==> config.mk <==
export PLATFORM = sky130hd
export DESIGN_NAME = twos_comp_share_ctrl_flat
export DESIGN_NICKNAME = d
export VERILOG_FILES = /design/src/rtl/twos_comp_share_ctrl_if.sv /design/src/rtl/twos_comp_share_ctrl.sv /design/src/flat_wrapper.sv
export SDC_FILE = /design/constraint.sdc
export NUM_CORES = 1
export LEC_CHECK = 0
export CAP_MARGIN = 20
export CORE_MARGIN = 5
export CORE_UTILIZATION = 43
export DETAILED_ROUTE_END_ITERATION = 16
export PLACE_DENSITY = 0.82
export SYNTH_ARGS = -nofsm -noshare
export SYNTH_HDL_FRONTEND = slang
export SYNTH_SLANG_ARGS = --single-unit
==> constraint.sdc <==
create_clock -name CLK -period 2.7 [get_ports CLK]
set_input_delay 0.27 -clock CLK [delete_from_list [all_inputs] [get_ports CLK]]
set_output_delay 0.27 -clock CLK [all_outputs]
set_load 0.01 [all_outputs]
==> src/rtl/twos_comp_share_ctrl_if.sv <==
// ---------------------------------------------------------------------------
// twos_comp_share_ctrl_if
// Request/result bus of the shared two's-complement negation block.
//   REQ_VALID/REQ_READY/REQ_A/REQ_BYPASS : per-requester operand handshake
//   OUT_VALID/OUT_READY/OUT_S/OUT_ID     : single tagged result port
//   BUSY                                 : any pipeline stage occupied
// master = requesters + result consumer, slave = the controller.
// ---------------------------------------------------------------------------
interface twos_comp_share_ctrl_if #(
    parameter int C_WIDTH    = 16,
    parameter int C_NUM_REQ  = 4,
    parameter int C_ID_WIDTH = 2
);
    logic [C_NUM_REQ-1:0]         REQ_VALID;
    logic [C_NUM_REQ-1:0]         REQ_READY;
    logic [C_NUM_REQ*C_WIDTH-1:0] REQ_A;
    logic [C_NUM_REQ-1:0]         REQ_BYPASS;
    logic                         OUT_VALID;
    logic                         OUT_READY;
    logic [C_WIDTH:0]             OUT_S;
    logic [C_ID_WIDTH-1:0]        OUT_ID;
    logic                         BUSY;

    modport master (
        output REQ_VALID, REQ_A, REQ_BYPASS, OUT_READY,
        input  REQ_READY, OUT_VALID, OUT_S, OUT_ID, BUSY
    );

    modport slave (
        input  REQ_VALID, REQ_A, REQ_BYPASS, OUT_READY,
        output REQ_READY, OUT_VALID, OUT_S, OUT_ID, BUSY
    );
endinterface

==> src/rtl/twos_comp_share_ctrl.sv <==
// ---------------------------------------------------------------------------
// twos_comp_share_ctrl
// Round-robin scheduler in front of one pipelined two's-complement negator.
// One operand per cycle is granted, negated (or sign-extended on bypass),
// tagged with the requester index and carried through C_PIPE_STAGES
// registers to a single valid/ready result port.
// Ports:
//   CLK    : clock, rising edge
//   ACLR_N : asynchronous active-low clear
//   FLUSH  : synchronous clear of all stage valid bits
//   bus    : twos_comp_share_ctrl_if.slave (request + result handshakes)
// ---------------------------------------------------------------------------

// Shared arithmetic: sign-extend to C_WIDTH+1 bits so the most negative
// input negates without overflow.
module twos_comp_share_ctrl_neg #(
    parameter int C_WIDTH = 16
) (
    input  logic [C_WIDTH-1:0] a,
    input  logic               bypass,
    output logic [C_WIDTH:0]   s
);
    localparam logic [C_WIDTH:0] ONE = {{C_WIDTH{1'b0}}, 1'b1};

    logic [C_WIDTH:0] ext;

    assign ext = {a[C_WIDTH-1], a};
    assign s   = bypass ? ext : (~ext + ONE);
endmodule

module twos_comp_share_ctrl #(
    parameter int C_WIDTH       = 16,
    parameter int C_NUM_REQ     = 4,
    parameter int C_ID_WIDTH    = 2,
    parameter int C_PIPE_STAGES = 2
) (
    input  logic                    CLK,
    input  logic                    ACLR_N,
    input  logic                    FLUSH,
    twos_comp_share_ctrl_if.slave   bus
);
    localparam logic [C_ID_WIDTH-1:0] ID_LAST = C_ID_WIDTH'(C_NUM_REQ - 1);
    localparam logic [C_ID_WIDTH-1:0] ID_ONE  = {{(C_ID_WIDTH-1){1'b0}}, 1'b1};

    // Stage 1 is the issue register, stage C_PIPE_STAGES drives the output.
    logic [C_PIPE_STAGES:1] vld_pipe;
    logic [C_WIDTH:0]       s_pipe  [1:C_PIPE_STAGES];
    logic [C_ID_WIDTH-1:0]  id_pipe [1:C_PIPE_STAGES];

    logic [C_ID_WIDTH-1:0]  ptr;
    logic [C_ID_WIDTH-1:0]  ptr_nxt;
    logic [C_ID_WIDTH-1:0]  gnt_id;
    logic [C_NUM_REQ-1:0]   gnt_oh;
    logic                   gnt_found;
    logic [C_WIDTH-1:0]     gnt_a;
    logic                   gnt_byp;
    logic [C_WIDTH:0]       issue_s;
    logic [C_NUM_REQ-1:0]   rdy;
    logic                   advance;
    logic                   hs;

    // Whole pipeline moves as one; a stalled output freezes every stage.
    assign advance = !vld_pipe[C_PIPE_STAGES] || bus.OUT_READY;

    // Rotating priority from ptr: first scan ptr..N-1, then wrap to 0..ptr-1.
    always_comb begin
        gnt_found = 1'b0;
        gnt_id    = '0;
        gnt_oh    = '0;
        gnt_a     = '0;
        gnt_byp   = 1'b0;
        for (int i = 0; i < C_NUM_REQ; i++) begin
            if (!gnt_found && bus.REQ_VALID[i] && (i >= int'(ptr))) begin
                gnt_found = 1'b1;
                gnt_id    = C_ID_WIDTH'(i);
                gnt_oh[i] = 1'b1;
                gnt_a     = bus.REQ_A[i*C_WIDTH +: C_WIDTH];
                gnt_byp   = bus.REQ_BYPASS[i];
            end
        end
        for (int i = 0; i < C_NUM_REQ; i++) begin
            if (!gnt_found && bus.REQ_VALID[i] && (i < int'(ptr))) begin
                gnt_found = 1'b1;
                gnt_id    = C_ID_WIDTH'(i);
                gnt_oh[i] = 1'b1;
                gnt_a     = bus.REQ_A[i*C_WIDTH +: C_WIDTH];
                gnt_byp   = bus.REQ_BYPASS[i];
            end
        end
    end

    // Ready is gated by reset so nothing looks accepted while clearing.
    assign rdy     = gnt_oh & {C_NUM_REQ{advance && !FLUSH && ACLR_N}};
    assign hs      = |rdy;
    assign ptr_nxt = (gnt_id == ID_LAST) ? '0 : (gnt_id + ID_ONE);

    twos_comp_share_ctrl_neg #(.C_WIDTH(C_WIDTH)) u_neg (
        .a      (gnt_a),
        .bypass (gnt_byp),
        .s      (issue_s)
    );

    always_ff @(posedge CLK or negedge ACLR_N) begin
        if (!ACLR_N) begin
            vld_pipe <= '0;
            ptr      <= '0;
            for (int i = 1; i <= C_PIPE_STAGES; i++) begin
                s_pipe[i]  <= '0;
                id_pipe[i] <= '0;
            end
        end else begin
            if (FLUSH) begin
                vld_pipe <= '0;
            end else if (advance) begin
                vld_pipe[1] <= hs;
                for (int i = 2; i <= C_PIPE_STAGES; i++)
                    vld_pipe[i] <= vld_pipe[i-1];
            end
            // Data only moves with a valid entry, so the output keeps its
            // last result when a bubble arrives.
            if (advance) begin
                if (hs) begin
                    s_pipe[1]  <= issue_s;
                    id_pipe[1] <= gnt_id;
                end
                for (int i = 2; i <= C_PIPE_STAGES; i++) begin
                    if (vld_pipe[i-1]) begin
                        s_pipe[i]  <= s_pipe[i-1];
                        id_pipe[i] <= id_pipe[i-1];
                    end
                end
            end
            if (hs)
                ptr <= ptr_nxt;
        end
    end

    assign bus.REQ_READY = rdy;
    assign bus.OUT_VALID = vld_pipe[C_PIPE_STAGES];
    assign bus.OUT_S     = s_pipe[C_PIPE_STAGES];
    assign bus.OUT_ID    = id_pipe[C_PIPE_STAGES];
    assign bus.BUSY      = |vld_pipe;
endmodule

==> src/flat_wrapper.sv <==
// flat-port wrapper written by rule: the top's interface ports become plain ports
module twos_comp_share_ctrl_flat 
#(
    parameter int C_WIDTH       = 16,
    parameter int C_NUM_REQ     = 4,
    parameter int C_ID_WIDTH    = 2,
    parameter int C_PIPE_STAGES = 2
)
  (CLK, ACLR_N, FLUSH, bus_REQ_VALID, bus_REQ_A, bus_REQ_BYPASS, bus_OUT_READY, bus_REQ_READY, bus_OUT_VALID, bus_OUT_S, bus_OUT_ID, bus_BUSY);
  twos_comp_share_ctrl_if #(.C_WIDTH(C_WIDTH), .C_NUM_REQ(C_NUM_REQ), .C_ID_WIDTH(C_ID_WIDTH)) bus_i ();
  input  logic CLK;
  input  logic ACLR_N;
  input  logic FLUSH;
  input wire logic [$bits(bus_i.REQ_VALID)-1:0] bus_REQ_VALID;
  input wire logic [$bits(bus_i.REQ_A)-1:0] bus_REQ_A;
  input wire logic [$bits(bus_i.REQ_BYPASS)-1:0] bus_REQ_BYPASS;
  input wire logic [$bits(bus_i.OUT_READY)-1:0] bus_OUT_READY;
  output wire logic [$bits(bus_i.REQ_READY)-1:0] bus_REQ_READY;
  output wire logic [$bits(bus_i.OUT_VALID)-1:0] bus_OUT_VALID;
  output wire logic [$bits(bus_i.OUT_S)-1:0] bus_OUT_S;
  output wire logic [$bits(bus_i.OUT_ID)-1:0] bus_OUT_ID;
  output wire logic [$bits(bus_i.BUSY)-1:0] bus_BUSY;
  assign bus_i.REQ_VALID = bus_REQ_VALID;
  assign bus_i.REQ_A = bus_REQ_A;
  assign bus_i.REQ_BYPASS = bus_REQ_BYPASS;
  assign bus_i.OUT_READY = bus_OUT_READY;
  assign bus_REQ_READY = bus_i.REQ_READY;
  assign bus_OUT_VALID = bus_i.OUT_VALID;
  assign bus_OUT_S = bus_i.OUT_S;
  assign bus_OUT_ID = bus_i.OUT_ID;
  assign bus_BUSY = bus_i.BUSY;
  twos_comp_share_ctrl #(.C_WIDTH(C_WIDTH), .C_NUM_REQ(C_NUM_REQ), .C_ID_WIDTH(C_ID_WIDTH), .C_PIPE_STAGES(C_PIPE_STAGES)) u_core (.CLK(CLK), .ACLR_N(ACLR_N), .FLUSH(FLUSH), .bus(bus_i));
endmodule
# Yosys cells after proc, flatten, opt, wreduce, memory -nomap -nowiden
# Index checks and enable logic that the tools add are counted.
# word_totals
input_bits	76
register_bits	42
word_cells	81
out_inout_bits	25
# op_classes
muxes	36
bitwise	2
reduce_logical	28
magnitude_cmp	6
eq_ne	1
n_addsub	2
# ops
op	count
2-to-1 mux 16 bit	7
2-to-1 mux 1 bit	20
adder 17 x 1 -> 17 bit (second input constant)	1
2-to-1 mux 17 bit	1
NOT 17 bit	1
2-to-1 mux 2 bit	8
logical AND 1 bit	14
zero test 1 bit	8
bitwise AND 4 bit	1
>= comparator 1 x 2 -> 1 bit (first input constant)	2
< comparator 1 x 2 -> 1 bit (first input constant)	2
AND reduction 2 bit	2
OR reduction 4 bit	1
adder 2 x 1 -> 2 bit (second input constant)	1
== test 2 bit (second input constant)	1
>= comparator 2 bit (first input constant)	1
< comparator 2 bit (first input constant)	1
nonzero test 2 bit	1
OR reduction 2 bit	1
logical OR 1 bit	1

# Depth between registers and ports, before layout
# depth
word_depth	30
ltp_mapped	14

# By module
# From an unflattened synthesis, not the netlist that was laid out.
# hier_totals
hier_cells	347
area_unflattened_um2	3144.3
# by_module_without_submodules
mod	n_inst	area_each_um2	seq_area_each_um2	cells_per_inst
twos_comp_share_ctrl	1	2776.4	1051.0	295
twos_comp_share_ctrl_neg	1	367.9	0.0	52

# Least setup slack after synthesis
# No wires, ideal clock.
# synth_path
kind	register -> register
from	register u_core.ptr[1]
to	register u_core.s_pipe[33] (netlist bit)
setup_ps	126
synth_period_minus_slack_ps	2600
t_arrival_ps	2474
slack_ps	100
path_stages_with_launch	10
cell_sequence	dfrtp_1 -> o21ba_1 -> nand2b_4 -> buf_2 -> nor2_2 -> a2111oi_2 -> ha_1 -> nor3b_2 -> nand3_1 -> a221o_1
# synth_via
elab_chain_len	29
word_cells_on_any_way	56
cone_classes	add/sub: 1; order compare: 6; mux: 27; bitwise: 2; reduce/logical: 20
# synth_lines
element	line	rtl
from (decl)	twos_comp_share_ctrl.sv:50	logic [C_ID_WIDTH-1:0] ptr;
from (signal assigned)	twos_comp_share_ctrl.sv:134	ptr <= ptr_nxt;
>= comparator 1 x 2 -> 1 bit	twos_comp_share_ctrl.sv:73	if (!gnt_found && bus.REQ_VALID[i] && (i >= int'(ptr))) begin
logical AND 1 bit	twos_comp_share_ctrl.sv:73	
2-to-1 mux 1 bit	twos_comp_share_ctrl.sv:73	
zero test 1 bit	twos_comp_share_ctrl.sv:73	
logical AND 1 bit (2 in series)	twos_comp_share_ctrl.sv:73	
2-to-1 mux 1 bit	twos_comp_share_ctrl.sv:73	
zero test 1 bit	twos_comp_share_ctrl.sv:73	
logical AND 1 bit (2 in series)	twos_comp_share_ctrl.sv:73	
[... 9 more ...]	--	
logical AND 1 bit (2 in series)	twos_comp_share_ctrl.sv:82	if (!gnt_found && bus.REQ_VALID[i] && (i < int'(ptr))) begin
2-to-1 mux 1 bit	twos_comp_share_ctrl.sv:82	
zero test 1 bit	twos_comp_share_ctrl.sv:82	
logical AND 1 bit (2 in series)	twos_comp_share_ctrl.sv:82	
2-to-1 mux 16 bit or 2-to-1 mux 1 bit (tied branches)	twos_comp_share_ctrl.sv:82	
NOT 17 bit or bitwise AND 4 bit (tied branches)	twos_comp_share_ctrl.sv:28, twos_comp_share_ctrl.sv:93	
adder 17 x 1 -> 17 bit or OR reduction 4 bit (tied branches)	twos_comp_share_ctrl.sv:28, twos_comp_share_ctrl.sv:94	
2-to-1 mux 17 bit or AND reduction 2 bit (tied branches)	--	
to (signal, indexed assignment)	twos_comp_share_ctrl.sv:128	s_pipe[i] <= s_pipe[i-1];
to (decl)	twos_comp_share_ctrl.sv:47	logic [C_WIDTH:0] s_pipe [1:C_PIPE_STAGES];
# Parallel ways exist; a longest one is shown, timed or not.
# A chain may end at the register's enable or synchronous reset.

# Worst setup path in the final report
# layout_path
from	register u_core.ptr[1]
to	register u_core.s_pipe[31] (netlist bit)
# The elaborated chain is that of the path after synthesis.

==> qor.txt <==
Synth Flop Type - dfrtp_1
max-slew violation count - 0
Final Cycle Share - 101%
GRT met1 Usage - 26.8%
GRT busiest layer - met2
clock skew - 0.00766 ns
top post-synthesis cells by area - dfrtp_1, mux2_2, buf_4, nand2_1, a2111oi_4
max-cap viol count - 0
Vias - 3,540
Post-Syn Area per Cell - 9.07 µm²
Worst Tran Pin Value - 0.506 ns
Max Fclk - 0.367 GHz
global route overflow - 0
Setup crit end kind - register
Reg clk slew, reported paths - 0.08 ns
largest net degree at the start of global routing - 43
met3 Use GR - 3.61%
YS warnings - 0
largest family of logic cells by synthesized area - compound AO/OA/AOI/OAI gates
Synth top area share - 31.2%
Final Routed Wirelength - 10,900 µm
die area - 9720 µm²
crit-path max FO - 5
top cells by count, synth - dfrtp_1, nand2_1, nor2_1
fillers - 586
Synth Net Count - 449
failing checks - negative setup slack
antenna cell count - 0
Synth Area in Adders - 0.371%
pwr/cell area - 993 nW/µm²
final hold slack - 0.0951 ns
minimum clock period - 2.73 ns
Synth Area in Compound Gates - 25.1%
cell taking the most area after synthesis - dfrtp_1
vias in the first global route - 3,557
# hold bufs at CTS - 0
CTS max path bufs - 2
TritonCTS Buffers - 5
flip-flop and latch count after synthesis - 42
GRT met2 Usage - 37.4%
mux contribution to synthesized area - 9.12%
layout cell share with drive strength beyond 1 - 34.1%
Crit Path Category - reg2reg
final setup vio count - 3
xor and xnor area share after synthesis - 3.64%
Post-DP HPWL - 8320 µm
Core Area - 7690 µm²
type of origin of the critical path - register
Post-Route Utilization - 68.9%
Final Hold Viols - 0
DRT iter0 DRCs - 162
critical-path cell list - buf_4 > nand2b_4 > a21oi_4 > buf_6 > o31ai_1 > a2111oi_2 > nand2_1 > buf_4 > nor3_2 > a31oi_1 > xnor2_1 > a21oi_1
EDFF count, synth - 0
clk root buf - clkbuf_8
initial antenna violation count - 0
drc violations - 0
Req. time, crit path - 2.88 ns
outcome - complete, but fails checks
GR Util All Layers - 21.5%
Slew headroom - 66.3%
initial core utilization - 43.9%
Final Worst Setup Slack - -0.0282 ns
first-pass GRT wire length - 17,300 µm
CP max stage delay - 0.48 ns
Synth cell types - 62
leakage power total - 2.31 nW
WL/cell - 17.3 µm
simple logic cell fraction of the synthesized area - 20.2%
sequential-to-total area share from yosys stat - 31.2%
Synth Instances - 372
TritonCTS clock tree - yes
# nets final - 607
most used cell, CP - buf_4
Slowest-stage cell, CP - a2111oi_2
Max IR drop VDD - 0.359 mV
placer congestion estimate - 0.943
CP arrival - 2.90 ns
min-delay worst type - in2async
I/O pin count - 101
top-count cell post-synth - dfrtp_1
residual antenna-violating net count after detailed routing - 0
area grow syn2layout - 57.1%
setup repair after global routing missed its margin - yes
async set or reset register ratio after synthesis - 100%
Chip Width - 98.6 µm
Netlist Area Pre-Place - 3370 µm²
Die Y - 98.6 µm
mean number of vias per cell - 5.59
clock tree sinks - 42
htree depth - 2
Initial DRT Pass Iterations - 5
port bufs - 100
worst skew pair latency - 0.30 ns
row count - 32
==> sequential cells by signal (all words and copies together) (netlist names) <==
register           cells
u_core.bus.OUT_S      17
u_core.s_pipe         17
u_core.bus.OUT_ID      2
u_core.id_pipe         2
u_core.ptr             2
u_core.vld_pipe        2
==> timing repair <==
action                     CTS  global route
pin swaps                    4            23
buffers inserted             7             9
setup endpoints to repair   21            22
gates resized for setup     26            43
==> stage by stage <==
step	total power, mW	worst slack (ns)	std cells	area (µm²)	setup TNS, ns
global route	5.60	-0.135	633	5300	-0.737
CTS	4.92	-0.000240	624	5070	-0.000240
global placement	4.15	-0.483	609	4810	-7.52
detailed placement	4.23	-0.476	609	4810	-9.55
finish	5.26	-0.0282	633	5300	-0.0617
floorplan	3.07	0.0997	372	3370	0
==> layout by cell type (no fill, tap or decap), types with 10 or more instances in the layout <==
| cell type | instances |
|---|---|
| clkdlybuf4s50_1 | 92 |
| buf_4 | 82 |
| dfrtp_1 | 40 |
| nand2_1 | 30 |
| nor2_1 | 23 |
| mux2_2 | 22 |
| inv_1 | 19 |
| a21oi_1 | 17 |
| and2_1 | 13 |
| o21ai_1 | 13 |
| a31oi_1 | 10 |
==> layout make-up <==
class,count,area (µm²),area share [%]
Inverter,19,71.3,1.35
Clock inverter,1,30.0,0.567
Clock buffer,7,76.3,1.44
Timing Repair Buffer,194,1750,33.1
Multi-Input combinational cell,268,2190,41.3
Sequential cell,42,1050,19.9
Tap cell,102,128,2.41
==> worst max-delay path, delay by kind of cell (launching register included) <==
family	cells	cell delay, ns
AO/OA/AOI/OAI	5	0.99
buffers and inverters	3	0.49
flip-flops	1	0.46
AND/OR/NAND/NOR	3	0.43
XOR/XNOR	1	0.22
==> power by group <==
group	total (mW)	leakage, nW	internal [mW]	switching, mW
Combinational	3.67	1.76	1.98	1.69
Clock	0.486	0.0524	0.277	0.209
Sequential	1.11	0.503	0.932	0.173
==> path summary, 6_finish.rpt <==
kind                                     endpoint  slack (ns)              start  cells after the start
min in group CLK                u_core.id_pipe[3]        0.48  u_core.id_pipe[3]                      2
worst min register to register  u_core.id_pipe[3]        0.48  u_core.id_pipe[3]                      2
worst max-delay path            u_core.s_pipe[31]       -0.03      u_core.ptr[1]                     12
worst min-delay path            u_core.s_pipe[17]         0.1             ACLR_N                      2
max in group asynchronous           u_core.ptr[0]        2.24             ACLR_N                      2
worst max register to register  u_core.s_pipe[31]       -0.03      u_core.ptr[1]                     12
==> routing by layer <==
metal	part of all wire [%]	wire [µm]	vias to the layer above
met5	0	0	-
met4	2.6	283	0
met3	6.6	720	26
met2	50	5500	175
met1	41	4450	1681
li1	-	-	1658
==> cell families (layout without fill, tap and decap cells) <==
kind of cell    Yosys count  after routing
mux                      28             28
flops                    42             42
simple gates            123            123
xor+xnor                 14             14
fa+ha+maj                 1              1
buf+inv                  62            221
compound gates          102            102
No activity file was read; power rests on OpenSTA's default activity.
